**config.mk**
```make
export PLATFORM = sky130hd
export DESIGN_NAME = instr_sequencer
export DESIGN_NICKNAME = d
export VERILOG_FILES = /design/src/rtl/instr_sequencer.sv
export SDC_FILE = /design/constraint.sdc
export NUM_CORES = 1
export LEC_CHECK = 0
export BUFFER_PORTS_ARGS = -buffer_cell sky130_fd_sc_hd__buf_2
export CORE_ASPECT_RATIO = 0.75
export CORE_MARGIN = 5
export CORE_UTILIZATION = 45
export CTS_CLUSTER_SIZE = 8
export DETAILED_ROUTE_END_ITERATION = 6
export GPL_ROUTABILITY_DRIVEN = 0
export PLACE_DENSITY = 0.74
export SYNTH_ARGS = -nofsm -noshare
export SYNTH_HDL_FRONTEND = slang
export SYNTH_SLANG_ARGS = --single-unit
```
**constraint.sdc**
```tcl
create_clock -name clk -period 2.2 [get_ports clk]
set_clock_uncertainty 0.1 [all_clocks]
set_input_delay 0.11 -clock clk [delete_from_list [all_inputs] [get_ports clk]]
set_output_delay 0.11 -clock clk [all_outputs]
set_load 0.005 [all_outputs]
```
**src/rtl/instr_sequencer.sv**
```systemverilog
// Program sequencer: fetches words from a synchronous-read ROM and issues each one
// to the control unit with a one-cycle active-low run_n strobe, then waits for done.
module instr_sequencer #(
  parameter int          ADDR_W    = 5,
  parameter int          PROG_LEN  = 32,
  parameter logic [15:0] HALT_WORD = 16'hFFFF,
  parameter int          TIMEOUT   = 15
) (
  input  logic              clk,
  input  logic              reset_n,
  input  logic              start,
  input  logic              done,
  input  logic [15:0]       rom_data,
  output logic [ADDR_W-1:0] rom_addr,
  output logic [15:0]       instr,
  output logic              run_n,
  output logic [ADDR_W-1:0] pc,
  output logic              busy,
  output logic              halted,
  output logic              timeout_err
);

  localparam int                CNT_W    = (TIMEOUT > 1) ? $clog2(TIMEOUT) : 1;
  localparam logic [CNT_W-1:0]  CNT_LAST = CNT_W'(TIMEOUT - 1);
  localparam logic [ADDR_W-1:0] PC_LAST  = ADDR_W'(PROG_LEN - 1);

  typedef enum logic [2:0] {
    S_IDLE    = 3'd0,
    S_FETCH   = 3'd1,
    S_LOAD    = 3'd2,
    S_ISSUE   = 3'd3,
    S_WAIT    = 3'd4,
    S_ADVANCE = 3'd5,
    S_HALTED  = 3'd6,
    S_ERROR   = 3'd7
  } state_t;

  state_t            state;
  state_t            next_state;
  logic [CNT_W-1:0]  wait_cnt;
  logic [CNT_W-1:0]  wait_cnt_nxt;
  logic [ADDR_W-1:0] pc_nxt;
  logic [15:0]       instr_nxt;
  logic              run_n_nxt;
  logic              busy_nxt;
  logic              halted_nxt;
  logic              timeout_err_nxt;

  // The ROM is addressed directly by the program counter.
  assign rom_addr = pc;

  // State register.
  always_ff @(posedge clk or negedge reset_n) begin
    if (!reset_n) begin
      state <= S_IDLE;
    end else begin
      state <= next_state;
    end
  end

  // Next-state logic; done in WAIT takes priority over the timeout.
  always_comb begin
    next_state = state;
    case (state)
      S_IDLE, S_HALTED, S_ERROR: begin
        if (start) next_state = S_FETCH;
        else       next_state = state;
      end
      S_FETCH: next_state = S_LOAD;
      S_LOAD: begin
        if (rom_data == HALT_WORD) next_state = S_HALTED;
        else                       next_state = S_ISSUE;
      end
      S_ISSUE: next_state = S_WAIT;
      S_WAIT: begin
        if (done)                      next_state = S_ADVANCE;
        else if (wait_cnt == CNT_LAST) next_state = S_ERROR;
        else                           next_state = S_WAIT;
      end
      S_ADVANCE: begin
        if (pc == PC_LAST) next_state = S_HALTED;
        else               next_state = S_FETCH;
      end
      default: next_state = S_IDLE;
    endcase
  end

  // Output and datapath next values; status flags are decoded from the next state
  // so that every output comes straight from a flop.
  always_comb begin
    pc_nxt       = pc;
    instr_nxt    = instr;
    wait_cnt_nxt = wait_cnt;
    case (state)
      S_IDLE, S_HALTED, S_ERROR: begin
        if (start) pc_nxt = {ADDR_W{1'b0}};
        else       pc_nxt = pc;
      end
      S_LOAD:  instr_nxt    = rom_data;
      S_ISSUE: wait_cnt_nxt = {CNT_W{1'b0}};
      S_WAIT: begin
        if (!done && (wait_cnt != CNT_LAST)) wait_cnt_nxt = wait_cnt + 1'b1;
        else                                 wait_cnt_nxt = wait_cnt;
      end
      S_ADVANCE: begin
        if (pc != PC_LAST) pc_nxt = pc + 1'b1;
        else               pc_nxt = pc;
      end
      default: begin
        pc_nxt = pc;
      end
    endcase
    run_n_nxt       = (next_state != S_ISSUE);
    busy_nxt        = next_state inside {S_FETCH, S_LOAD, S_ISSUE, S_WAIT, S_ADVANCE};
    halted_nxt      = (next_state == S_HALTED);
    timeout_err_nxt = (next_state == S_ERROR);
  end

  // Registered outputs and datapath.
  always_ff @(posedge clk or negedge reset_n) begin
    if (!reset_n) begin
      pc          <= {ADDR_W{1'b0}};
      instr       <= 16'h0000;
      run_n       <= 1'b1;
      busy        <= 1'b0;
      halted      <= 1'b0;
      timeout_err <= 1'b0;
      wait_cnt    <= {CNT_W{1'b0}};
    end else begin
      pc          <= pc_nxt;
      instr       <= instr_nxt;
      run_n       <= run_n_nxt;
      busy        <= busy_nxt;
      halted      <= halted_nxt;
      timeout_err <= timeout_err_nxt;
      wait_cnt    <= wait_cnt_nxt;
    end
  end

endmodule

```
==> results.md <==
* Max incr delay on CP at ~0.39 ns
* Place WS at between 0.02 and 0.025 ns
* Hold Fails Final Rpt at 0
* Main combinational cell family by area after synthesis: simple AND/OR/NAND/NOR gates
* Final WS setup at 0.0126 ns
* CTS tree: built
* Sequential area share after synthesis at around 50%
* First-pass GRT wire length at around 6500 µm
* Syn Nets at approximately 180
* Vias/cell at between 4 and 5
* Status: finished, final reports clean
* Synth Cell Area at 1610 µm²
* Drt wl/cell at 13.8 µm
* Total CTS buffers at 5
* Compound-Gate Fraction of Synth Area at 8.80%
* DIE HEIGHT at ~60 µm
* Number of global-route vias before repair at 1344
* Slew @ Worst Pin at just under 0.7 ns
* Peak Freq at around 460 MHz
* Final setup viols at 0
* Synth Area per Inst at around 10 µm²
* LEAKAGE at 1.17 nW
* Adder-Cell Fraction of Synth Area at 3.12%
* Post-route ant nets at 0
* Critical path peak fanout at 5
* CP startpoint kind: register
* Dpl cell area at a little under 2000 µm²
* 1st-iter DRT viols at 74
* Remaining Overflow, GRT at 0
* Pin count of the biggest net entering global routing at 33
* RSZ-0062 raised after global routing: true
* Final core occ at about two thirds
* Yosys warns at 0
* CORE AREA at 3360 µm²
* Max VDD drop at about 0.85 mV
* Synthesis-stage register bit count at 32
* Reg clk slew, reported paths at ~0.06 ns
* DR DRC count at 0
* Fin nets at around 260
* Hold Crit Class: primary input to register
* Rel. slew slack at 54.7%
* DR pass1 iterations at 7
* XOR/XNOR Fraction of Synth Area at 1.09%
* Mux cell area share after synthesis at 3.50%
* WP data required at 2.27 ns
* Die ar. at a little under 5000 µm²
* EDFF count, synth at 0
* Max stage delay cell, worst path: dfrtp_1
* Crit end category: register
* Count of cell types in the netlist at 43
* Fin crit share at about 100%
* Syn Inst Count at between 150 and 200
* Clock Sinks at 32
* Count of pins over their slew limit at 0
* Core Rows at 18
* Crit-path cells: ha_2 -> and3_4 -> ha_4 -> or2b_1 -> a221oi_2 -> a21o_1 -> nand3_4 -> mux2_4
* Final min period at approximately 2.2 ns
* All-Layer GR Usage at between 10% and 20%
* Starting Density at 47.9%
* Design Area, Final at about 2200 µm²
* Arrival time at the worst endpoint at roughly 2.3 ns
* Type of the worst setup path: register to register
* Ys async rst share at between 90% and 100%
* H-Tree Depth at 2
* Area delta synth->final at 39.8%
* Clock root cell: clkbuf_8
* PnR Total Power at between 0.002 and 0.003 W
* Maximum clock insertion buffer count at 2
* Vias after detailed routing at approximately 1.4k
* Routed wire length at between 3000 and 4000 µm
* Pwr per Cell Area at approximately 1200 nW/µm²
* Hpwl dp at ~2500 µm
* Die width at between 70 and 80 µm
* Post-Synth Simple-Gate Area at 27.6%
* Maxcap violations at 0
* Initial antenna violation count at 0
* Clock Latency Late Sink at between 0.2 and 0.3 ns
* Port Buffers at 49
* Share of cells above drive strength 1 at 39.3%
* Ys flop type: dfrtp_1
* Fin Setup TNS at 0 ns
* Diodes inserted at 0
* Ports at 50
==> critical path, delay by kind of cell (launching register included) <==
family,cells,cell delay (ns)
and+or+nand+nor,3,0.52
DFF,1,0.39
AOI/OAI and AO/OA,2,0.38
adders and majority gates,2,0.34
muxes,1,0.32
==> sequential cells by signal, indices dropped and copies added (netlist names) <==
name         flops
busy             1
halted           1
instr           16
pc               5
run_n            1
state            3
timeout_err      1
wait_cnt         4
==> where the power goes <==
group	internal [W]	switching [W]	total, W	leakage, nW
Clock	0.000254	0.000207	0.000461	0.0445
Sequential	0.000835	0.000116	0.000951	0.406
Combinational	0.000650	0.000718	0.00137	0.723
==> cell usage after synthesis (2+ instances only) <==
cell type  number  area share (%)
clkbuf_1        2            0.47
nand3b_1        2            0.93
xor2_1          2             1.1
o2bb2ai_1       2             1.1
nand2_1        51              12
nand4_1         5             1.9
o21ai_0         2            0.62
a21o_1          2            0.93
nor2_1          6             1.4
or2b_1          2            0.93
mux2_4          3             2.8
ha_1            4             3.1
nand2b_1        3             1.2
buf_4           7             3.3
inv_1           5             1.2
dfrtp_1        31              48
a22o_1          2             1.1
nand3_1         4             1.2
==> final timing paths <==
kind	startpoint	to	slack, ns	cells after the start
worst max-delay path	pc[0]$_DFFE_PN0P_	pc[1]$_DFFE_PN0P_	0.01	8
worst min-delay path	done	wait_cnt[0]$_DFFE_PN0P_	0.23	5
worst max register to register	pc[0]$_DFFE_PN0P_	pc[1]$_DFFE_PN0P_	0.01	8
worst min register to register	instr[3]$_DFFE_PN0P_	instr[3]$_DFFE_PN0P_	0.37	2
max in group asynchronous	reset_n	wait_cnt[2]$_DFFE_PN0P_	1.26	2
min in group asynchronous	reset_n	instr[0]$_DFFE_PN0P_	0.29	2
==> through the flow <==
stage	cells	hold WS, ns
5_1_grt	279	0.274
3_3_place_gp	251	0.0930
4_1_cts	276	0.225
2_1_floorplan	160	-0.286
3_5_place_dp	251	0.0939
6_report	279	0.228
==> final cells by class <==
class / count / area [µm²]
clock buffers: 7 / 86.3
clock inverters: 1 / 7.51
fillers: 263 / 1110
inverters: 5 / 18.8
multi-input cells: 112 / 746
flip-flops and latches: 32 / 802
well taps: 40 / 50.0
repair buffers: 82 / 536
==> cell families (layout without fill, tap and decap cells) <==
logic type | count (synthesis) | in the layout
AOI/OAI and AO/OA | 15 | 15
DFF | 32 | 32
adders and majority gates | 4 | 4
and+or+nand+nor | 87 | 87
xor gates and xnor gates | 2 | 2
buffers and inverters | 16 | 95
muxes | 4 | 4
==> cells in the final DEF, fill, tap and decap left out, types with 2 or more instances in the layout <==
master | Yosys | routed
inv_1 | 5 | 5
o21ai_0 | 2 | 2
nor2_1 | 6 | 6
buf_2 | 1 | 49
xor2_1 | 2 | 2
dfrtp_1 | 31 | 31
nand3_1 | 4 | 4
buf_4 | 7 | 16
ha_1 | 4 | 2
nand2_1 | 51 | 51
nand3b_1 | 2 | 2
nand4_1 | 5 | 5
or2b_1 | 2 | 2
dlygate4sd3_1 | 0 | 17
nand2b_1 | 3 | 3
mux2_4 | 3 | 3
a21o_1 | 2 | 2
clkbuf_8 | 0 | 6
a22o_1 | 2 | 2
==> layer usage <==
layer | vias up | part of all wire, % | global-route usage (%)
li1 | 687 | - | -
met1 | 628 | 45 | 22.8
met3 | 6 | 3.3 | 4.03
met2 | 29 | 50 | 30.6
met4 | 0 | 1.4 | 6.62
met5 | - | 0 | 0
==> what timing repair did <==
| item | in CTS | in global routing |
|---|---|---|
| buffers inserted | 0 | 3 |
| gates resized for setup | 0 | 1 |
| endpoints found under the hold margin | 47 | 0 |
| hold buffers | 17 | 0 |
| setup endpoints to repair | 0 | 6 |
No activity file was read; power rests on OpenSTA's default activity.
